===== src/rtl/keypad_pkg.sv =====
// Shared types, constants and row/column helpers for the hex keypad scanner.
// Columns and rows are both active-low, so the helpers work on "exactly one bit low" patterns.
package keypad_pkg;

   typedef enum logic [1:0] {
      SCAN         = 2'd0,
      DEBOUNCE     = 2'd1,
      WAIT_RELEASE = 2'd2
   } scan_state_t;

   localparam logic [3:0] COL_INIT  = 4'b1110;
   localparam logic [3:0] ROWS_IDLE = 4'hF;

   function automatic logic single_low(input logic [3:0] v);
      logic r;
      case (v)
         4'b1110, 4'b1101, 4'b1011, 4'b0111: r = 1'b1;
         default:                            r = 1'b0;
      endcase
      return r;
   endfunction

   function automatic logic [1:0] low_index(input logic [3:0] v);
      logic [1:0] r;
      case (v)
         4'b1110: r = 2'd0;
         4'b1101: r = 2'd1;
         4'b1011: r = 2'd2;
         4'b0111: r = 2'd3;
         default: r = 2'd0;
      endcase
      return r;
   endfunction

   function automatic logic [3:0] rotate_col(input logic [3:0] v);
      return {v[2:0], v[3]};
   endfunction

endpackage


===== src/rtl/keypad_decoder.sv =====
// Maps a keypad position (row index, column index) to the hex digit printed on that key.
module keypad_decoder
   import keypad_pkg::*;
(
   input  logic [1:0] row_idx,
   input  logic [1:0] col_idx,
   output logic [3:0] digit
);

   // Key legend lookup, column 0 is the leftmost key of each row
   always_comb begin
      digit = 4'h0;
      case ({row_idx, col_idx})
         4'b00_00: digit = 4'h1;
         4'b00_01: digit = 4'h2;
         4'b00_10: digit = 4'h3;
         4'b00_11: digit = 4'hA;
         4'b01_00: digit = 4'h4;
         4'b01_01: digit = 4'h5;
         4'b01_10: digit = 4'h6;
         4'b01_11: digit = 4'hB;
         4'b10_00: digit = 4'h7;
         4'b10_01: digit = 4'h8;
         4'b10_10: digit = 4'h9;
         4'b10_11: digit = 4'hC;
         4'b11_00: digit = 4'h0;
         4'b11_01: digit = 4'hF;
         4'b11_10: digit = 4'hE;
         4'b11_11: digit = 4'hD;
         default:  digit = 4'h0;
      endcase
   end

endmodule


===== src/rtl/hex_keypad_scanner.sv =====
// Scans a 4x4 hex keypad column by column, debounces presses and releases,
// and shifts each accepted digit into a value register for the display driver.
module hex_keypad_scanner
   import keypad_pkg::*;
#(
   parameter int DEBOUNCE_SCANS = 4,
   parameter int NUM_DIGITS     = 8
) (
   input  logic                    system_clock,
   input  logic                    cpu_rst,
   input  logic                    clock_enable,
   input  logic [3:0]              row_in,
   input  logic                    clear_value,
   output logic [3:0]              col_out,
   output logic                    key_valid,
   output logic [3:0]              key_code,
   output logic [4*NUM_DIGITS-1:0] value_out
);

   localparam int         VW        = 4 * NUM_DIGITS;
   localparam logic [3:0] DEB_LIMIT = 4'(DEBOUNCE_SCANS);

   logic [3:0]  row_meta_r;
   logic [3:0]  row_sync_r;
   scan_state_t state_r, state_nxt_s;
   logic [3:0]  cnt_r, cnt_nxt_s, cnt_inc_s;
   logic [3:0]  col_r, col_nxt_s;
   logic [3:0]  row_lat_r, row_lat_nxt_s;
   logic        accept_s;
   logic        press_s;
   logic [3:0]  digit_s;
   logic        key_valid_r;
   logic [3:0]  key_code_r;
   logic [VW-1:0] value_r;

   assign press_s   = single_low(row_sync_r);
   assign cnt_inc_s = (cnt_r == 4'hF) ? 4'hF : (cnt_r + 4'd1);

   // Two-flop synchroniser for the asynchronous keypad rows
   always_ff @(posedge system_clock or posedge cpu_rst) begin
      if (cpu_rst) begin
         row_meta_r <= ROWS_IDLE;
         row_sync_r <= ROWS_IDLE;
      end else begin
         row_meta_r <= row_in;
         row_sync_r <= row_meta_r;
      end
   end

   keypad_decoder u_decoder (
      .row_idx (low_index(row_sync_r)),
      .col_idx (low_index(col_r)),
      .digit   (digit_s)
   );

   // Scan FSM state, debounce counter, column drive and latched row pattern
   always_ff @(posedge system_clock or posedge cpu_rst) begin
      if (cpu_rst) begin
         state_r   <= SCAN;
         cnt_r     <= 4'd0;
         col_r     <= COL_INIT;
         row_lat_r <= ROWS_IDLE;
      end else begin
         state_r   <= state_nxt_s;
         cnt_r     <= cnt_nxt_s;
         col_r     <= col_nxt_s;
         row_lat_r <= row_lat_nxt_s;
      end
   end

   // Next-state logic; rows are judged against the column driven since the previous tick
   always_comb begin
      state_nxt_s   = state_r;
      cnt_nxt_s     = cnt_r;
      col_nxt_s     = col_r;
      row_lat_nxt_s = row_lat_r;
      accept_s      = 1'b0;
      if (clock_enable) begin
         case (state_r)
            SCAN: begin
               if (press_s) begin
                  row_lat_nxt_s = row_sync_r;
                  if (DEB_LIMIT <= 4'd1) begin
                     accept_s    = 1'b1;
                     cnt_nxt_s   = 4'd0;
                     state_nxt_s = WAIT_RELEASE;
                  end else begin
                     cnt_nxt_s   = 4'd1;
                     state_nxt_s = DEBOUNCE;
                  end
               end else begin
                  col_nxt_s = rotate_col(col_r);
               end
            end
            DEBOUNCE: begin
               if (row_sync_r == row_lat_r) begin
                  if (cnt_inc_s >= DEB_LIMIT) begin
                     accept_s    = 1'b1;
                     cnt_nxt_s   = 4'd0;
                     state_nxt_s = WAIT_RELEASE;
                  end else begin
                     cnt_nxt_s = cnt_inc_s;
                  end
               end else begin
                  cnt_nxt_s   = 4'd0;
                  col_nxt_s   = rotate_col(col_r);
                  state_nxt_s = SCAN;
               end
            end
            WAIT_RELEASE: begin
               if (row_sync_r == ROWS_IDLE) begin
                  if (cnt_inc_s >= DEB_LIMIT) begin
                     cnt_nxt_s   = 4'd0;
                     col_nxt_s   = rotate_col(col_r);
                     state_nxt_s = SCAN;
                  end else begin
                     cnt_nxt_s = cnt_inc_s;
                  end
               end else begin
                  cnt_nxt_s = 4'd0;
               end
            end
            default: begin
               cnt_nxt_s   = 4'd0;
               col_nxt_s   = COL_INIT;
               state_nxt_s = SCAN;
            end
         endcase
      end else begin
         state_nxt_s = state_r;
      end
   end

   // Registered accept outputs; a coincident clear keeps only the new digit
   always_ff @(posedge system_clock or posedge cpu_rst) begin
      if (cpu_rst) begin
         key_valid_r <= 1'b0;
         key_code_r  <= 4'h0;
         value_r     <= {VW{1'b0}};
      end else begin
         key_valid_r <= accept_s;
         if (accept_s) begin
            key_code_r <= digit_s;
         end
         if (accept_s && clear_value) begin
            value_r <= VW'(digit_s);
         end else if (accept_s) begin
            value_r <= {value_r[VW-5:0], digit_s};
         end else if (clear_value) begin
            value_r <= {VW{1'b0}};
         end
      end
   end

   assign col_out   = col_r;
   assign key_valid = key_valid_r;
   assign key_code  = key_code_r;
   assign value_out = value_r;

endmodule


===== config.mk =====
export PLATFORM = sky130hd
export DESIGN_NAME = hex_keypad_scanner
export DESIGN_NICKNAME = d
export VERILOG_FILES = /design/src/rtl/keypad_pkg.sv /design/src/rtl/keypad_decoder.sv /design/src/rtl/hex_keypad_scanner.sv
export SDC_FILE = /design/constraint.sdc
export NUM_CORES = 1
export LEC_CHECK = 0
export BUFFER_PORTS_ARGS = -buffer_cell sky130_fd_sc_hd__clkbuf_2
export CAP_MARGIN = 40
export CORE_UTILIZATION = 40
export CTS_CLUSTER_SIZE = 10
export DETAILED_ROUTE_END_ITERATION = 8
export PLACE_DENSITY_LB_ADDON = 0.08
export SYNTH_ARGS = -nofsm -noshare
export SYNTH_HDL_FRONTEND = slang
export SYNTH_HIERARCHICAL = 1
export SYNTH_SLANG_ARGS = --single-unit

===== constraint.sdc =====
create_clock -name system_clock -period 2.2 [get_ports system_clock]
set_clock_uncertainty 0.05 [all_clocks]
set_input_delay 0.11 -clock system_clock [delete_from_list [all_inputs] [get_ports system_clock]]
set_output_delay 0.11 -clock system_clock [all_outputs]
set_load 0.1 [all_outputs]

## Word-level counts from Yosys, hierarchy flattened

Memories as Yosys holds them, arrays and structs flattened.
Cells that the tools add are included.

- Flip-flop bits (word level): 59
- Bits in read-only memories: 64
- Input bits: 8
- Output and inout bits: 41
- Word-level logic and storage cells: 65
- Memories kept: 1

- Add/subtract/negate cells: 1
- Order comparisons: 1
- Eq/ne operators: 18
- Multiplexer cells: 27
- Reduce and logical (&&, ||, !) cells: 8

Memories:

| memory | words | bits a word | rd ports | clocked after Yosys merged registers in | write ports | line | text |
|---|---|---|---|---|---|---|---|
| (no name shown) | 16 | 4 | 1 | 0 | 0 | keypad_decoder.sv:13 | `case ({row_idx, col_idx})` |

Operators with widths:

| cell | count |
|---|---|
| two-way mux 32 bit | 3 |
| two-way mux 4 bit | 9 |
| equality test 4 bit, second input constant | 7 |
| one-hot mux 4 bit (3 select lines) | 2 |
| one-hot mux 2 bit (3 select lines) | 3 |
| two-way mux 2 bit | 5 |
| != test 2 bit, second input constant | 5 |
| AND reduction 5 bit | 2 |
| equality test 4 x 3 -> 1 bit, second input constant | 2 |
| two-way mux 1 bit | 5 |
| adder 4 x 1 -> 4 bit, second input constant | 1 |
| equality test 4 bit | 1 |
| >= comparator 4 x 3 -> 1 bit, second input constant | 1 |
| OR reduction 4 bit | 1 |
| != test 3 bit, second input constant | 1 |
| AND reduction 3 bit | 1 |
| nonzero test 3 bit | 1 |
| equality test 2 x 1 -> 1 bit, second input constant | 1 |
| equality test 2 bit, second input constant | 1 |
| logical NOT 2 bit | 1 |
| AND reduction 2 bit | 1 |
| logical AND 1 bit | 1 |

## Depth between registers and ports, before layout

Gate-level depths: netlist of run 1.

- Depth after elaboration: 9
- Mapped depth: 7
- Mapped depth without buffers: 7

## By module

Netlist of run 1, hierarchy kept.

Modules (own cells, without submodules):

| module | times used | cells an instance | area each (µm²) | sequential area each (µm²) |
|---|---|---|---|---|
| hex_keypad_scanner | 1 | 210 | 2,587.5 | 1,495.2 |
| keypad_decoder | 1 | 12 | 116.4 | 0.0 |

## Worst setup path after synthesis of run 1

OpenSTA, ideal clock, no wires.

- Path kind: register -> register
- Start point: reg col_r[3] (netlist: col_out[3])
- End point: reg key_code_r[1] (netlist: key_code[1])
- Library setup time: 126 ps
- Arrival time: 2,356 ps
- Required time: 2,024 ps
- Setup slack: -332 ps
- Cell stages (with the launch flop): 7
- Buffers on the path: 0
- Clock period less this slack: 2,532 ps
- Cells stage by stage: dfstp_2 > xor2_1 > and3_1 > inv_1 > ha_1 > mux4_2 > mux2_2

- Word-level cells in the longest chain between the ends: 3
- Elaborated cells on any way between the ends: 5
- Those cells by class: eq/ne (3); mux (1); memory (1)

Ends and longest elaborated chain:

| item | line | text |
|---|---|---|
| start, declared | hex_keypad_scanner.sv:27 | `logic [3:0] col_r, col_nxt_s;` |
| start signal, assigned | hex_keypad_scanner.sv:66 | `col_r <= col_nxt_s;` |
| equality test 4 x 3 -> 1 bit / equality test 4 bit (equally long branches) | keypad_pkg.sv:25 | `case (v)` |
| one-hot mux 2 bit (3 select lines) * | keypad_pkg.sv:25 |  |
| memory (16 x 4 bit) * | -- |  |
| named net digit_s[1] | hex_keypad_scanner.sv:31 | `logic [3:0] digit_s;` |
| end signal, assigned | hex_keypad_scanner.sv:143 | `key_code_r <= digit_s;` |
| end, declared | hex_keypad_scanner.sv:33 | `logic [3:0] key_code_r;` |

The timed path passes the listed nets; every way through them passes the cells marked *.
A chain may end at the register's enable or synchronous reset.

## Final worst setup path of run 1

Ends and elaborated chain as after synthesis.

==> results of run 1 <==
## through the flow
stage               instances  setup TNS [ns]   util
floorplan                 222          -0.376      -
global placement          350               0  0.483
detailed placement        350         -0.0206  0.483
CTS                       373               0  0.533
global route              373         -0.0813  0.536
finish                    373               0  0.536
## flip-flops by register name, summed over array words and instances (netlist names)
signal,count
value_out,32
cnt_r,4
col_out,4
key_code,4
row_lat_r,4
row_meta_r,4
row_sync_r,4
state_r,2
key_valid,1
## worst max-delay path: stages (launching register included)
cell,delay (ns)
dfstp_4,0.63
xor2_1,0.13
and3_1,0.18
inv_1,0.11
ha_4,0.23
mux4_2,0.48
mux2_4,0.28
## how the worst max path moves through the flow
stage | startpoint | cells after the start | slack [ns] | to
3_3_place_gp | col_out[3] | 6 | 0.02 | key_code[1]
4_1_cts | col_out[3] | 7 | 0.003 | key_code[1]
3_5_place_dp | col_out[3] | 6 | -0.02 | key_code[1]
5_1_grt | col_out[3] | 7 | -0.06 | key_code[1]
2_1_floorplan | col_out[3] | 6 | -0.21 | key_code[1]
6_report | col_out[3] | 6 | 0.001 | key_code[1]
## metal layers
metal / up-vias / track usage
li1: 903 / -
met3: 8 / 0.0403
met4: 0 / 0.0752
met1: 874 / 0.228
met2: 47 / 0.227
met5: - / 0
## logic make-up (layout without fill, tap and decap cells)
kind of cell | count (synthesis) | count (layout)
AOI/OAI and AO/OA | 22 | 22
xor gates and xnor gates | 10 | 10
adders and majority gates | 4 | 4
buffers and inverters | 18 | 92
DFF | 59 | 59
muxes | 43 | 43
and+or+nand+nor | 66 | 66
## cells in the final DEF, fill, tap and decap left out, types with 3 or more instances in the layout
cell | Yosys | layout
buf_4 | 3 | 12
nand2_1 | 8 | 8
clkbuf_8 | 0 | 10
inv_1 | 8 | 6
and2_1 | 3 | 3
dfstp_4 | 0 | 3
bufinv_16 | 0 | 3
and3_1 | 4 | 4
dlygate4sd3_1 | 0 | 6
mux2_4 | 4 | 5
clkbuf_2 | 0 | 48
dfstp_2 | 15 | 12
a22o_1 | 4 | 4
o21ai_0 | 5 | 4
xor2_1 | 8 | 8
mux2i_1 | 30 | 30
mux2_1 | 4 | 4
dfrtp_1 | 44 | 43
a21oi_1 | 4 | 4
mux2_2 | 4 | 3
nor2_1 | 35 | 35
## what timing repair did
action / in CTS / in global routing
hold buffers: 6 / 0
pin swaps: 2 / 3
setup endpoints to repair: 1 / 4
hold endpoints to repair: 21 / 0
cloned: 0 / 0
buffers inserted: 1 / 0
resized for setup: 2 / 5
## layout make-up
cell class	count	area share
clock buffers	12	0.0421
clock inverters	4	0.0283
multi-input cells	145	0.333
well taps	77	0.0280
inverters	8	0.00872
repair buffers	68	0.122
flip-flops and latches	59	0.438
## report_power, final
part	leakage, nW	internal, W	switching (W)
sequential	0.768	0.00126	0.0000889
combinational	0.995	0.000310	0.000556
clock	0.117	0.000785	0.000414
total	1.88	0.00235	0.00106
==> impl_results.md, run 1 <==
- Leak Pwr: approximately 1.9 nW
- Buffers on Ports: 48
- Antenna-violating nets left: 0
- Max-slew violations: 0
- Fillers: approximately 560
- Peak VDD IR: 0.463 mV
- First-pass GRT wire length: ~9000 µm
- CTS H-tree depth: 3
- CTS sink cnt: 59
- Placement Cell Area: just over 0.003 mm²
- Startpoint Class: flop
- Initial antenna violation count: 0
- Fmax: ~0.45 GHz
- Met2 wire length: between 2000 and 2500 µm
- Largest cells by area after synthesis: dfrtp_1, dfstp_2, mux2i_1, nor2_1, xor2_1
- Die ar.: ~0.007 mm²
- Post-Synth Simple-Gate Area: 0.118
- Die Y: around 84 µm
- CP required: about 2.4 ns
- Layout Nets: between 300 and 400
- Status: complete, but fails checks
- Area growth, synth to finish: 27.4%
- Synth cell count leaders: dfrtp_1, nor2_1, mux2i_1
- Site Rows: 29
- Vias in the first global route: between 1500 and 2000
- Hold wc startpoint: clock_enable
- Via Count: between 1500 and 2000
- Async SR Flop Fraction: 1.00
- Die X: roughly 84 µm
- Post-DP HPWL: ~3600 µm
- Worst setup EP type: flop
- Post-synth top area share: 0.407
- RR Endpoint: key_code[1]
- Hold crit path type: input pin to flop
- Reg-to-reg startpoint: col_out[3]
- CTS tree: done
- CTS root buffer: clkbuf_8
- Final Wtd Congestion: between 0.8 and 0.9
- Final WS setup: between 0.001 and 0.0015 ns
- Clk slew on worst S/H paths: about 0.070 ns
- Met3 wire len: about 250 µm
- Post-synth EDFFs: 0
- Worst r2r path cells: 6
- Initial Util: 0.421
- Syn Inst Count: roughly 220
- Drt pass-1 iters: 6
- Final Critical Period: between 2 and 2.5 ns
- PD cells: roughly 990 mW/mm²
- Max-cap viol count: 0
- Hold WS: 0.194 ns
- Post-Route WL: approximately 5100 µm
- DRC violations left: 6
- FF+latch area: 0.00151 mm²
- Starting DRT DRC Count: between 100 and 150
- RSZ-0062 raised after global routing: yes
- Yosys warns: 6
- Core area: between 0.006 and 0.007 mm²
- Layout cells sized above 1: 0.382
- Adder-cell share of the synthesized area: 0.0185
- Fin crit share: 1.00
- Synth Area in XOR/XNOR: 0.0324
- Mux contribution to synthesized area: 0.175
- Final instance area: around 0.0034 mm²
- Vias/cell: slightly below 5
- Largest family of logic cells by synthesized area: multiplexers
- Synth unique cells: between 40 and 50
- Per-cell routed wire length: about 14 µm
- Seq/Total Area, Yosys: 0.553
- Routed metal-1 wirelength: around 2600 µm
- Overall Power: between 0.003 and 0.004 W
- R2R setup slack: about 0.001 ns
- Kind of critical path: flop to flop
- Area of the multi-input gates: 0.00115 mm²
- Relative slew margins: 0.632
- Compound-Gate Fraction of Synth Area: 0.0648
- Main flop type after synthesis: dfrtp_1
- Fin. Hold Viols: 0
- Antenna fix cells: 0
- Clock Tree Buf Depth: 2
- Highest routed layer: met4
- Failing checks: DRC
- Mapped Area: approximately 0.0027 mm²
- Final setup fails: 0
- Slew @ Worst Pin: between 0.5 and 0.6 ns
- Average instance area after synthesis: 12.2 µm²
- Pin count of the biggest net entering global routing: 38
- Area leader, netlist: dfrtp_1
- Overflow after GRT: 0
- Top-count cell post-synth: dfrtp_1
- Num CTS Buffers: 9
- Clock Latency Late Sink: between 0.3 and 0.4 ns
- CP max FO: 3
- GRT Overall Usage: 0.159
- #FFs+latches synth: 59
- Hold EP: col_out[0]
- Min-Delay Path Depth: 4
- Mapped Nets: approximately 230
- Setup Slack @ Placement: -0.0206 ns
- CP arrival: 2.36 ns
- IO Pins: 49
Note: power is estimated with default switching activity, not from simulation.
==> run 2, diff against run 1 <==
--- a/config.mk
+++ b/config.mk
@@ -7,7 +7,8 @@
 export LEC_CHECK = 0
 export BUFFER_PORTS_ARGS = -buffer_cell sky130_fd_sc_hd__clkbuf_2
 export CAP_MARGIN = 40
-export CORE_UTILIZATION = 40
+export CORE_MARGIN = 2
+export CORE_UTILIZATION = 45
 export CTS_CLUSTER_SIZE = 10
 export DETAILED_ROUTE_END_ITERATION = 8
 export PLACE_DENSITY_LB_ADDON = 0.08
==> run 2 against run 1 <==
  * The flow now finishes without violations
  * Register-to-register slack hardly changed
  * Worst hold slack worse by 0.11 ns
  * Critical endpoint unchanged
  * Highest routed layer unchanged
  * Critical path depth rose by 1
  * Clock power down 11%
==> impl_results.md, run 2 (synthesis gave the netlist of run 1 again) <==
- Hold wc startpoint: clear_value
- DRC violations left: 0 (-6)
- Worst setup EP type: flop
- Worst r2r path cells: 7 (+1)
- Kind of critical path: flop to flop
- Reg-to-reg startpoint: col_out[3]
- Dpl cells: 346 (-1.1%)
- Final setup fails: 0 (unchanged)
- Final Critical Period: 2.19 ns (-0.00445 ns)
- Fillers: 490 (-12%)
- Max reg flops: 32 (unchanged)
- CP arrival: 2.35 ns (about the same)
- CP max FO: 3 (unchanged)
- Per-cell routed wire length: 14.4 µm (+5.0%)
- Drt pass-1 iters: 4 (-2)
- Relative slew margins: 0.563 (-0.0694)
- Min-Delay Path Depth: 2 (-2)
- Fmax: 0.456 GHz (+0.20%)
- Layout cells sized above 1: 0.399 (+0.0169)
- Post-DP HPWL: 3640 µm (about the same)
- RSZ-0062 raised after global routing: yes
- Pin count of the biggest net entering global routing: 34 (-11%)
- Layout Nets: 304 (+0.33%)
- RR Endpoint: key_code[1]
- Vias in the first global route: 1787 (-1.3%)
- Peak VDD IR: 0.625 mV (+35%)
- Commonest non-fill, non-tap cells in the layout: clkbuf_2, dfrtp_1, nor2_1
- PD cells: 968 mW/mm² (-2.3%)
- CTS H-tree depth: 3 (unchanged)
- Hold crit path type: input pin to flop
- Starting DRT DRC Count: 51 (-60%)
- Status: complete, no violations
- Max-slew violations: 0 (unchanged)
- GRT Overall Usage: 0.178 (+0.0189)
- Antenna fix cells: 0 (unchanged)
- Final Wtd Congestion: 0.756 (-9.9%)
- TNS Setup: 0 ns (unchanged)
- Via Count: 1817 (-0.82%)
- Vias/cell: 4.90 (-0.28%)
- Antenna-violating nets left: 0 (unchanged)
- CTS root buffer: clkbuf_8
- Fin. Hold Viols: 0 (unchanged)
- First-pass GRT wire length: 8740 µm (-0.39%)
- Leading cell type in the layout, fill and taps excluded: clkbuf_2
- Die X: 81.5 µm (-3.2%)
- Die ar.: 0.00664 mm² (-6.3%)
- CTS sink cnt: 59 (unchanged)
- Area growth, synth to finish: 26.7%
- Clock Tree Buf Depth: 2 (unchanged)
- Site Rows: 28 (-3.4%)
- Num CTS Buffers: 9 (unchanged)
- Startpoint Class: flop
- R2R setup slack: 0.005 ns (about the same)
- Initial antenna violation count: 0 (unchanged)
- Clock Latency Late Sink: 0.32 ns (about the same)
- Core area: 0.00585 mm² (-8.9%)
- CP required: 2.36 ns (about the same)
- Fin crit share: 0.998 (-0.00202)
- Buffers on Ports: 48 (unchanged)
- IO Pins: 49 (unchanged)
- Initial Util: 0.462 (+0.0411)
- CTS tree: done
- Leak Pwr: 1.88 nW (-0.15%)
- Post-Route WL: 5330 µm (+4.4%)
- Overflow after GRT: 0 (unchanged)
- Clk slew on worst S/H paths: 0.07 ns (about the same)
- Slew @ Worst Pin: 0.649 ns (+0.0949 ns)
- Max-cap viol count: 0 (unchanged)
- Die Y: 81.5 µm (-3.2%)
- Hold EP: value_out[10]
- Non-filler instance count after layout: 371 (-0.54%)
-- run 2: report_power, final --
part	total, W	internal (W)	switching [W]
combinational	0.000897	0.000323	0.000574
clock	0.00107	0.000658	0.000414
sequential	0.00135	0.00126	0.0000899
-- run 2: per-layer routing --
metal | vias up | GRT usage | part of all wire
met3 | 4 | 0.0462 | 0.036
li1 | 896 | - | -
met2 | 38 | 0.257 | 0.46
met1 | 879 | 0.252 | 0.50
met5 | - | 0 | 0
met4 | 0 | 0.0814 | 0.0056
-- run 2: how the worst max path moves through the flow --
stage	cells after the start	start	slack, ns	to
2_1_floorplan	6	col_out[3]	-0.21	key_code[1]
3_3_place_gp	6	col_out[3]	0.009	key_code[1]
3_5_place_dp	6	col_out[3]	-0.04	key_code[1]
4_1_cts	6	col_out[3]	-0.02	key_code[1]
5_1_grt	7	col_out[3]	-0.06	key_code[1]
6_report	7	col_out[3]	0.005	key_code[1]
-- run 2: what timing repair did --
item	4_1_cts	5_1_grt
hold buffers	5	0
setup buffers	5	0
resized for setup	0	9
setup endpoints to repair	2	2
pin swaps	4	4
hold endpoints to repair	30	0
-- run 2: cell type report --
type | count | area, µm² | area share
well taps | 75 | 93.8 | 0.0274
clock buffers | 10 | 138 | 0.0402
repair buffers | 69 | 427 | 0.124
multi-input cells | 145 | 1150 | 0.336
clock inverters | 5 | 77.6 | 0.0226
inverters | 8 | 32.5 | 0.00949
flip-flops and latches | 59 | 1510 | 0.440
-- run 2: worst max-delay path: stages (launching register included) --
cell     delay (ns)
dfstp_4        0.63
xor2_1         0.12
and3_1         0.21
inv_2          0.06
buf_4          0.14
ha_4           0.14
mux4_2         0.45
mux2_4         0.28
-- run 2: stage by stage --
stage | hold slack (ns) | power (W) | util | worst slack, ns | cell area (µm²)
after floorplan | 0.0645 | 0.00201 | - | -0.205 | 2720
after global placement | 0.149 | 0.00218 | 0.527 | 0.00922 | 3080
after detailed placement | 0.146 | 0.00220 | 0.527 | -0.0429 | 3080
after CTS | 0.0696 | 0.00332 | 0.579 | -0.0223 | 3390
after global routing | 0.0865 | 0.00350 | 0.586 | -0.0625 | 3430
final | 0.0801 | 0.00332 | 0.586 | 0.00545 | 3430
==> run 3, diff against run 2 <==
--- a/config.mk
+++ b/config.mk
@@ -12,6 +12,7 @@
 export CTS_CLUSTER_SIZE = 10
 export DETAILED_ROUTE_END_ITERATION = 8
 export PLACE_DENSITY_LB_ADDON = 0.08
+export SKIP_LAST_GASP = 1
 export SYNTH_ARGS = -nofsm -noshare
 export SYNTH_HDL_FRONTEND = slang
 export SYNTH_HIERARCHICAL = 1
==> constraint.sdc (replaced) <==
create_clock -name system_clock -period 2.6 [get_ports system_clock]
set_clock_uncertainty 0.05 [all_clocks]
set_input_delay 0.13 -clock system_clock [delete_from_list [all_inputs] [get_ports system_clock]]
set_output_delay 0.13 -clock system_clock [all_outputs]
set_load 0.1 [all_outputs]
==> run 3 against run 2 <==
  * Sequential power shrank 16%
  * Design area decreased by 4.6%
  * Clock power decreased by 24%
  * Critical path depth down 1
  * Global-route usage is 1.2 points lower
  * Final cell count fell by 3.2%
  * Via count shrank 0.28%
  * Highest routed layer unchanged
==> impl_results.md, run 3 (synthesis gave the netlist of run 1 again) <==
- Status: complete, no violations
- Worst path slowest cell: dfstp_2
- Area growth, synth to finish: 20.9%
- CP arrival: 2.41 ns (+0.06 ns)
- Fillers: 494 (+0.82%)
- Hold crit path type: input pin to flop
- Commonest non-fill, non-tap cells in the layout: clkbuf_2, dfrtp_1, nor2_1
- Clock Latency Late Sink: 0.32 ns (about the same)
- RSZ-0062 raised after global routing: no
- Layout Nets: 291 (-4.3%)
- Max incr delay on CP: 0.58 ns (-0.05 ns)
- PD cells: 793 mW/mm² (-18%)
- Worst setup EP type: flop
- Drt pass-1 iters: 4 (unchanged)
- Die Y: 81.5 µm (unchanged)
- Vias in the first global route: 1724 (-3.5%)
- Final WS setup: 0.354 ns (+0.348 ns)
- Core area: 0.00585 mm² (unchanged)
- Site Rows: 28 (unchanged)
- Final Critical Period: 2.25 ns (+0.0519 ns)
- Buffers on Ports: 48 (unchanged)
- Setup Slack @ Placement: 0.352 ns (+0.395 ns)
- Antenna-violating nets left: 0 (unchanged)
- CTS tree: done
- Min-Delay Path Depth: 3 (+1)
- Bufs and invs on worst path: 1 (-1)
- CP max FO: 5 (+2)
- IO Pins: 49 (unchanged)
- Switching part of the total: 0.337 (+0.0125)
- Vias/cell: 5.05 (+3.1%)
- Flop pwr share: 0.439 (+0.033)
- Comb pwr share: 0.248 (-0.022)
- Leak Pwr: 1.80 nW (-4.0%)
- Delay-heaviest family, CP: multiplexers
- Clock Tree Buf Depth: 2 (unchanged)
- Overall Power: 0.00259 W (-22%)
- CP required: 2.76 ns (+0.40 ns)
- Switching Power: 0.000875 W (-19%)
- TNS Setup: 0 ns (unchanged)
- Kind of critical path: flop to flop
- CP Launch Point: col_out[3]
- Leading cell type in the layout, fill and taps excluded: clkbuf_2
- Fin crit share: 0.864 (-0.133)
- First-pass GRT wire length: 8230 µm (-5.8%)
- DRC violations left: 0 (unchanged)
- Reg-to-reg startpoint: col_out[3]
- Area of the multi-input gates: 0.00112 mm² (-2.9%)
- FF+latch area: 0.00150 mm² (-0.83%)
- Relative slew margins: 0.506 (-0.0569)
- Antenna fix cells: 0 (unchanged)
- Via Count: 1812 (-0.28%)
- Max-slew violations: 0 (unchanged)
- Worst setup path end: key_code[1]
- Hold WS: 0.188 ns (+0.108 ns)
- Post-Route WL: 4920 µm (-7.6%)
- Per-cell routed wire length: 13.7 µm (-4.6%)
- Fmax: 0.445 GHz (-2.3%)
- Num CTS Buffers: 9 (unchanged)
- RR Endpoint: key_code[1]
- Die X: 81.5 µm (unchanged)
- Final Wtd Congestion: 0.814 (+7.6%)
- Pin count of the biggest net entering global routing: 60 (+76%)
- Max reg flops: 32 (unchanged)
- Fin. Hold Viols: 0 (unchanged)
- Worst-path cell chain: xor2_1 -> and3_1 -> inv_1 -> ha_1 -> mux4_2 -> mux2_2
- Internal power: 0.00172 W (-23%)
- Starting DRT DRC Count: 54 (+5.9%)
- Die ar.: 0.00664 mm² (unchanged)
- GRT Overall Usage: 0.166 (-0.0123)
- Clk slew on worst S/H paths: 0.06 ns (about the same)
- CTS root buffer: clkbuf_8
- Peak VDD IR: 0.476 mV (-24%)
- Critical path depth in cells: 6 (-1)
- Worst r2r path cells: 6 (-1)
- Startpoint Class: flop
- Initial antenna violation count: 0 (unchanged)
- CTS H-tree depth: 3 (unchanged)
- CTS sink cnt: 59 (unchanged)
- Slew @ Worst Pin: 0.733 ns (+0.0844 ns)
- Clock power share: 0.313 (-0.010)
- Initial Util: 0.462 (unchanged)
- Post-DP HPWL: 3360 µm (-7.9%)
- Gates resized, CTS repair: 0 (unchanged)
- Max-cap viol count: 0 (unchanged)
- Final setup fails: 0 (unchanged)
- Layout cells sized above 1: 0.349 (-0.0501)
- Overflow after GRT: 0 (unchanged)
- R2R setup slack: 0.35 ns (+0.35 ns)
[run 3: cell count changes in the layout (fill, tap and decap cells not counted), moves of 2 or more]
cell,change
ha_1,+2
inv_1,+2
dfstp_4,-3
ha_4,-2
dfstp_2,+3
buf_4,-13
[run 3: routing by layer]
layer  GRT usage  wire length (µm)
met1       0.227              2380
met2       0.245              2320
met3      0.0407               174
met4      0.0864                50
met5           0                 0
[run 3: through the flow]
step | utilization | instance area [µm²] | instances
floorplan | - | 2700 | 222
global placement | 0.517 | 3020 | 338
detailed placement | 0.517 | 3020 | 338
CTS | 0.559 | 3270 | 359
global route | 0.559 | 3270 | 359
finish | 0.559 | 3270 | 359
[run 3: how the worst min path moves through the flow]
stage | start | to | slack, ns
3_5_place_dp | cpu_rst | value_out[8] | 0.15
5_1_grt | clock_enable | state_r[1] | 0.21
4_1_cts | clock_enable | state_r[1] | 0.18
6_report | clock_enable | state_r[1] | 0.19
2_1_floorplan | row_in[0] | row_meta_r[0] | 0.08
3_3_place_gp | cpu_rst | value_out[20] | 0.15
[run 3: timing repair]
action	CTS	global route
endpoints found under the setup margin	0	0
buffers inserted	0	0
hold endpoints to repair	48	0
hold buffers	5	0
[run 3: area by class of cell]
| class | instances | area share |
|---|---|---|
| Timing Repair Buffer | 56 | 0.103 |
| Multi-Input combinational cell | 145 | 0.342 |
| Clock inverter | 5 | 0.0161 |
| Tap cell | 75 | 0.0287 |
| Clock buffer | 11 | 0.0433 |
| Sequential cell | 59 | 0.458 |
| Inverter | 8 | 0.00919 |
[run 3: power by group through the flow]
stage,clock network (W),registers (W),logic (W)
5_1_grt,0.000887,0.00115,0.000698
4_1_cts,0.000838,0.00114,0.000652
2_1_floorplan,0,0.00135,0.000333
3_5_place_dp,0,0.00115,0.000645
3_3_place_gp,0,0.00115,0.000642
6_report,0.000812,0.00114,0.000643
[run 3: worst reg2reg max path, delay by kind of cell, from the launching register on]
kind                       cells  cell delay, ns
xor gates and xnor gates       1            0.14
adders and majority gates      1            0.31
buffers and inverters          1            0.08
DFF                            1            0.58
muxes                          2            0.75
and+or+nand+nor                1            0.22
